$ cat config.mk
export PLATFORM = sky130hd
export DESIGN_NAME = mem_arbiter
export DESIGN_NICKNAME = d
export VERILOG_FILES = /design/src/rtl/cpu_types_pkg.sv /design/src/rtl/mem_arb_wdog.sv /design/src/rtl/mem_arbiter.sv
export SDC_FILE = /design/constraint.sdc
export NUM_CORES = 1
export LEC_CHECK = 0
export CORE_AREA = 2 2 104 106
export CTS_CLUSTER_SIZE = 25
export DETAILED_ROUTE_END_ITERATION = 8
export DIE_AREA = 0 0 106 108
export PLACE_DENSITY = 0.67
export SYNTH_ARGS = -nofsm -noshare
export SYNTH_HDL_FRONTEND = slang
export SYNTH_HIERARCHICAL = 1
export SYNTH_SLANG_ARGS = --single-unit
$ cat constraint.sdc
create_clock -name CLK -period 2 [get_ports CLK]
set_clock_uncertainty 0.05 [all_clocks]
set_input_delay 0.2 -clock CLK [delete_from_list [all_inputs] [get_ports CLK]]
set_output_delay 0.2 -clock CLK [all_outputs]
set_load 0.02 [all_outputs]
$ cat src/rtl/cpu_types_pkg.sv
// Shared CPU bus types: RAM status encoding and the 32-bit word.
package cpu_types_pkg;

    typedef logic [31:0] word_t;

    typedef enum logic [1:0] {
        FREE   = 2'd0,
        BUSY   = 2'd1,
        ACCESS = 2'd2,
        ERROR  = 2'd3
    } ramstate_t;

endpackage

$ cat src/rtl/mem_arb_wdog.sv
// Saturating stall counter for the memory arbiter. 'expired' is high in the
// cycle whose increment makes the count reach MAX.
module mem_arb_wdog #(
    parameter int MAX = 255
) (
    input  logic CLK,
    input  logic nRST,
    input  logic clear,
    input  logic inc,
    output logic expired
);

    localparam int W = $clog2(MAX + 1);

    logic [W-1:0] count;

    assign expired = inc && (count == W'(MAX - 1));

    // NOTE: sequential state uses non-blocking assignments so every flop
    // samples the pre-edge values of its neighbours.
    always_ff @(posedge CLK or negedge nRST) begin
        if (!nRST) begin
            count <= '0;
        end else if (clear) begin
            count <= '0;
        end else if (inc && (count != W'(MAX))) begin
            count <= count + 1'b1;
        end
    end

endmodule

$ cat src/rtl/mem_arbiter.sv
// Memory-side arbiter between icache and dcache onto a single-ported RAM.
// Define MEM_ARB_RR_EN to alternate grants under contention (default: dcache priority).
module mem_arbiter #(
    parameter int WDOG_CYCLES = 255
) (
    input  logic        CLK,
    input  logic        nRST,
    input  logic        iREN,
    input  logic [31:0] iaddr,
    output logic        iwait,
    output logic [31:0] iload,
    input  logic        dREN,
    input  logic        dWEN,
    input  logic [31:0] daddr,
    input  logic [31:0] dstore,
    output logic        dwait,
    output logic [31:0] dload,
    output logic        ramREN,
    output logic        ramWEN,
    output logic [31:0] ramaddr,
    output logic [31:0] ramstore,
    input  logic [31:0] ramload,
    input  logic [1:0]  ramstate,
    output logic        busy,
    output logic        wdog_err
);

    import cpu_types_pkg::*;

    typedef enum logic [1:0] {IDLE, DXFER, IXFER} arb_state_t;

    arb_state_t state;
    logic       d_req;
    logic       grant_req;
    logic       access;
    logic       done;
    logic       prefer_i;
    logic       wdog_clear;
    logic       wdog_inc;
    logic       wdog_expired;

    assign d_req  = dREN | dWEN;
    assign access = (ramstate_t'(ramstate) == ACCESS);

    always_comb begin
        grant_req = 1'b0;
        case (state)
            DXFER:   grant_req = d_req;
            IXFER:   grant_req = iREN;
            default: grant_req = 1'b0;
        endcase
    end

    // A withdrawn request ends the transfer without completing it.
    assign done       = grant_req && access;
    assign wdog_clear = (state == IDLE) || done;
    assign wdog_inc   = (state != IDLE) && grant_req && !access;

    mem_arb_wdog #(.MAX(WDOG_CYCLES)) u_wdog (
        .CLK     (CLK),
        .nRST    (nRST),
        .clear   (wdog_clear),
        .inc     (wdog_inc),
        .expired (wdog_expired)
    );

`ifdef MEM_ARB_RR_EN
    logic last_was_d;

    always_ff @(posedge CLK or negedge nRST) begin
        if (!nRST) begin
            last_was_d <= 1'b0;
        end else if (done) begin
            last_was_d <= (state == DXFER);
        end
    end

    assign prefer_i = last_was_d;
`else
    assign prefer_i = 1'b0;
`endif

    always_ff @(posedge CLK or negedge nRST) begin
        if (!nRST) begin
            state    <= IDLE;
            wdog_err <= 1'b0;
        end else begin
            case (state)
                IDLE: begin
                    if (iREN && (!d_req || prefer_i)) begin
                        state <= IXFER;
                    end else if (d_req) begin
                        state <= DXFER;
                    end
                end
                default: begin
                    if (!grant_req || done) begin
                        state <= IDLE;
                    end else if (wdog_expired) begin
                        state    <= IDLE;
                        wdog_err <= 1'b1;
                    end
                end
            endcase
        end
    end

    // NOTE: every output gets a default before the case so no latch is inferred.
    always_comb begin
        ramREN   = 1'b0;
        ramWEN   = 1'b0;
        ramaddr  = '0;
        ramstore = '0;
        iwait    = 1'b1;
        dwait    = 1'b1;
        iload    = '0;
        dload    = '0;
        case (state)
            DXFER: begin
                ramaddr  = daddr;
                ramstore = dstore;
                ramWEN   = dWEN;
                ramREN   = dREN & ~dWEN;
                if (done) begin
                    dwait = 1'b0;
                    if (!dWEN) dload = ramload;
                end
            end
            IXFER: begin
                ramaddr = iaddr;
                ramREN  = 1'b1;
                if (done) begin
                    iwait = 1'b0;
                    iload = ramload;
                end
            end
            default: ;
        endcase
    end

    assign busy = (state != IDLE);

endmodule

# [Yosys cells after proc, flatten, opt, wreduce, memory -nomap -nowiden]
# Cells that the tools add are included.
[classes] add_sub_neg=1 n_eq_ne=6 mux=20 n_bitwise=5 n_reduce_logical=17
[ops] operator="2-to-1 mux 32 bit" n=6
[ops] operator="one-hot mux 32 bit (2 select lines)" n=1
[ops] operator="2-to-1 mux 8 bit" n=2
[ops] operator="2-to-1 mux 2 bit" n=5
[ops] operator="adder 8 x 1 -> 8 bit, second input constant" n=1
[ops] operator="equality test 8 bit, second input constant" n=1
[ops] operator="!= test 8 bit, second input constant" n=1
[ops] operator="logical AND 1 bit" n=6
[ops] operator="equality test 2 bit, second input constant" n=2
[ops] operator="2-to-1 mux 1 bit" n=4
[ops] operator="one-hot mux 1 bit (2 select lines)" n=2
[ops] operator="nonzero test 2 bit" n=2
[ops] operator="logical NOT 1 bit" n=3
[ops] operator="!= test 3 x 2 -> 1 bit, second input constant" n=1
[ops] operator="inverter 1 bit" n=3
[ops] operator="AND reduction 3 bit" n=1
[ops] operator="nonzero test 3 bit" n=1
[ops] operator="equality test 2 x 1 -> 1 bit, second input constant" n=1
[ops] operator="logical NOT 2 bit" n=1
[ops] operator="logical OR 1 bit" n=2
[ops] operator="AND reduction 2 bit" n=1
[ops] operator="bitwise AND 1 bit" n=1
[ops] operator="bitwise OR 1 bit" n=1
[word_totals] register_bits=11 input_bits=135 output_inout_bits=134 word_cells=52

# [Depth between registers and ports, before layout]
# Gate-level depths: netlist of run 1.
[logic_depth] word_depth=8 mapped_depth=10 ltp_nobuf=9

# [Cells and area by module]
# The synthesis of run 1 kept the hierarchy.
[modules_own_cells] module="mem_arbiter" instances=1 cells_each=220 area_each_um2=1353.8 seq_area_each_um2=75.1
[modules_own_cells] module="mem_arb_wdog" instances=1 cells_each=51 area_each_um2=500.5 seq_area_each_um2=200.2

# [Least setup slack after synthesis of run 1]
# Ideal clock, no wire load.
[synth_timing] kind="flip-flop to flip-flop" startpoint="reg state[0]" endpoint="reg u_wdog.count[5]" setup_time_ps=128 t_arrival_ps=1999 required_ps=1822 path_slack_ps=-177 stages_incl_launch_ff=9 n_path_buf=0 period_less_slack_ps=2177 cell_sequence="dfrtp_1 > inv_1 > ha_1 > clkinv_1 > a2111o_1 > inv_1 > nand3_1 > a211oi_1 > mux2_1"
[synth_via] elab_chain_cells=6 elab_cells_between_ends=12 classes_between="2 x eq/ne; 2 x mux; 8 x reduce/logical"
[synth_rtl] item="start, declared" line_no="mem_arbiter.sv:32" rtl="arb_state_t state;"
[synth_rtl] item="start signal, assigned" line_no="mem_arbiter.sv:85" rtl="state <= IDLE;"
[synth_rtl] item="start signal, assigned" line_no="mem_arbiter.sv:91" rtl="state <= IXFER;"
[synth_rtl] item="start signal, assigned" line_no="mem_arbiter.sv:93" rtl="state <= DXFER;"
[synth_rtl] item="equality test 2 bit or equality test 2 x 1 -> 1 bit (tied branches)" line_no="mem_arbiter.sv:47" rtl="case (state)"
[synth_rtl] item="one-hot mux 1 bit (2 select lines)" line_no="mem_arbiter.sv:47"
[synth_rtl] item="logical AND 1 bit (*) (2 in series)" line_no="mem_arbiter.sv:57" rtl="assign wdog_inc = (state != IDLE) && grant_req && !access;"
[synth_rtl] item="net wdog_inc" line_no="mem_arbiter.sv:39" rtl="logic wdog_inc;"
[synth_rtl] item="logical AND 1 bit (*)" line_no="mem_arb_wdog.sv:26" rtl="end else if (inc && (count != W'(MAX))) begin"
[synth_rtl] item="nonzero test 2 bit (no line) (*)"
[synth_rtl] item="end signal, assigned" line_no="mem_arb_wdog.sv:27" rtl="count <= count + 1'b1;"
[synth_rtl] item="end, declared" line_no="mem_arb_wdog.sv:15" rtl="logic [W-1:0] count;"
# The timed path passes the listed nets; every way through them passes the cells marked *.
# A chain may end at the register's enable or synchronous reset.

# [Worst setup path in the final report of run 1]
[layout_timing] startpoint="reg state[0]" endpoint="reg u_wdog.count[7]"
# The elaborated chain is that of the path after synthesis.

==> results.cfg, run 1 <==
[run_status]
status = complete, but fails checks
violations = negative setup slack

[clocking]
root_buffer = clkbuf_8
h-tree-depth = 1
holdBufCountCts = 0
cts_buffers = 3
cts_tree = yes
clkSinkCount = 11
cts.clk_slew.worst_paths_ns = 0.05
clockBufferDepth = 2
clock_latency_ns = 0.24

[drt]
drc = 0
antenna_left = 0
drtPass1Iterations = 5
wl_mm = 12.7
drtIter0Drc = 132
vias = 3252
wire_per_inst_um = 18.3
via_per_inst = 4.67

[synthesis]
ys_seq_elements = 11
synth-main-ff-cell = dfrtp_1
syn_area_per_cell_um2 = 6.84
postSynthCellCount = 271
yosysTopAreaCellShare = 0.223
synth-warning-count = 6
async_reset_ff_frac = 1.00
yosysTopAreaCell = and3_1
synth-edff-count = 0
syn-num-nets = 411
synth_area_um2 = 1850
synthDistinctLibCells = 35
synth.area.top_cells = and3_1, dfrtp_1, a22oi_1
synth-seq-area-share = 0.148

[final_layout]
drive_gt1_frac = 0.465
final_cell_area_um2 = 5400
nNetsFinal = 698
layout_common_cells = clkdlybuf4s50_1, buf_6, buf_4
layout_commonest_cell = clkdlybuf4s50_1
areaGrowthSynthToFinish_pct = 191

[critical_path]
start_kind = flop
worstSetupEndpoint = u_wdog/count[7]
reg2reg_setup_slack_ns = -0.17
cp-end-kind = flop
r2r_start = state[0]
rr_worst_depth = 9
arrival_ns = 2.24
reg2reg_to = u_wdog/count[7]
critPathLaunch = state[0]
crit_type = flop to flop
crit_path_max_fanout = 5
cp.required_ns = 2.07

[die]
core_region_area_um2 = 10200
io_pins = 269
dieArea_um2 = 11400
row_count = 37
chipHeight_um = 108
die_x_um = 106
start_util = 0.181

[grt]
antenna_found_initial = 5
grt-ovfl-total = 0
grt_max_degree = 44
first_global_vias = 3054
grt_pass1_wl_mm = 17.7
grtUsageTotal = 0.196

[timing]
relSlewSlack = 0.643
setup_viol = 74
timing.hold.ws_ns = 0.263
worst-slew-pin-transition_ns = 0.534
fmax_mhz = 461
hold_viol = 0
rsz0062_at_grt = true
finalWorstSetupSlack_ns = -0.169
min_period_ns = 2.17
final_max_slew_viol_count = 0
fin_crit_sh = 1.08

[pwr]
clkPwrFrac = 0.061
netSwitchingPower_mw = 1.85
combinationalPowerShare = 0.870
p_total_mw = 3.72
powerDensity_nw_per_um2 = 690
p_int_mw = 1.87
p_seq_frac = 0.069
ir_worst_vdd_v = 0.000451
p_leak_nw = 2.45
switching_share = 0.496

[place]
io_buffers = 268
dpl_cell_area_um2 = 4890
place.gp.congestion = 0.825
hpwl_mm = 9.33

[job]
cap_violations = 0

[min_path]
min-delay-path-class = primary input to asynchronous set/reset pin
==> synthesized netlist by cell type (all sizes together), types with 2 or more instances <==
cell and count:
a21oi 5, nor3 3, mux2 4, nand2 6, and4 2, buf 7, and3 66, ha 5
and2 33, a22oi 32, inv 8, clkbuf 21, nor2b 5, o21ai 3, a211oi 4, nand3 3
nor2 40, dfrtp 11
==> power by group through the flow <==
stage          Sequential [mW]  Combinational [mW]  Clock (mW)
2_1_floorplan            0.266                1.49           0
3_3_place_gp             0.260                2.97           0
3_5_place_dp             0.261                3.00           0
4_1_cts                  0.257                2.94       0.236
5_1_grt                  0.261                3.44       0.251
6_report                 0.257                3.24       0.228
==> routing by layer <==
metal,vias to the layer above,global-route usage,wire [um]
met5,-,0,44
met4,6,0.0244,82
met3,18,0.0814,1210
met2,137,0.336,6450
met1,1542,0.235,4920
li1,1549,-,-
==> critical path: stages (launching register included) <==
cell and delay, ns:
dfrtp_1 0.38, inv_2 0.10, ha_4 0.15, nand2_4 0.05, buf_6 0.11, a2111o_1 0.43
inv_2 0.13, nand3_2 0.11, nor3_2 0.23, mux2_4 0.31
==> sequential cells by signal, summed over array words and instances (netlist names) <==
register      count
u_wdog/count      8
state             2
wdog_err          1
==> how the worst min path moves through the flow <==
| stage | endpoint | depth (start not counted) |
|---|---|---|
| after floorplan | state[0] | 0 |
| after global placement | wdog_err | 1 |
| after detailed placement | wdog_err | 1 |
| after CTS | wdog_err | 1 |
| after global routing | state[1] | 1 |
| final | u_wdog/count[1] | 1 |
==> area by class of cell <==
class / instances / area (um^2)
Antenna cell: 3 / 7.51
Inverter: 9 / 35.0
Clock buffer: 4 / 45.0
Fill cell: 937 / 4840
Multi-Input combinational cell: 223 / 1850
Sequential cell: 11 / 275
Tap cell: 136 / 170
Timing Repair Buffer: 310 / 3010
==> repair_timing <==
item / in CTS / in global routing
gates resized for setup: 547 / 158
setup endpoints to repair: 142 / 138
buffers inserted: 7 / 6
gates cloned: 5 / 7
pin swaps: 9 / 22
==> cell families (layout without fill, tap and decap cells) <==
group           after synthesis  count (layout)  synth area share
simple gates                164             164             0.496
buf+inv                      37             323            0.0830
other cells                   0               3                 0
fa+ha+maj                     5               5            0.0337
compound gates               50              50             0.215
mux                           4               4            0.0243
flops                        11              11             0.148
==> per-stage QoR <==
step	util	setup slack (ns)	TNS [ns]	std cells
2_1_floorplan	-	-0.0685	-0.191	271
3_5_place_dp	0.478	-0.387	-27.35	672
6_report	0.527	-0.169	-6.05	696
3_3_place_gp	0.478	-0.381	-26.68	672
4_1_cts	0.502	-0.243	-7.98	688
5_1_grt	0.527	-0.262	-13.52	694
Note: power is estimated with default switching activity, not from simulation.
==> run 2, diff against run 1 <==
CAP_MARGIN = 20   (was not set)
==> results of run 2 <==
No change in the layout: final DEF, timing and power equal those of run 1.
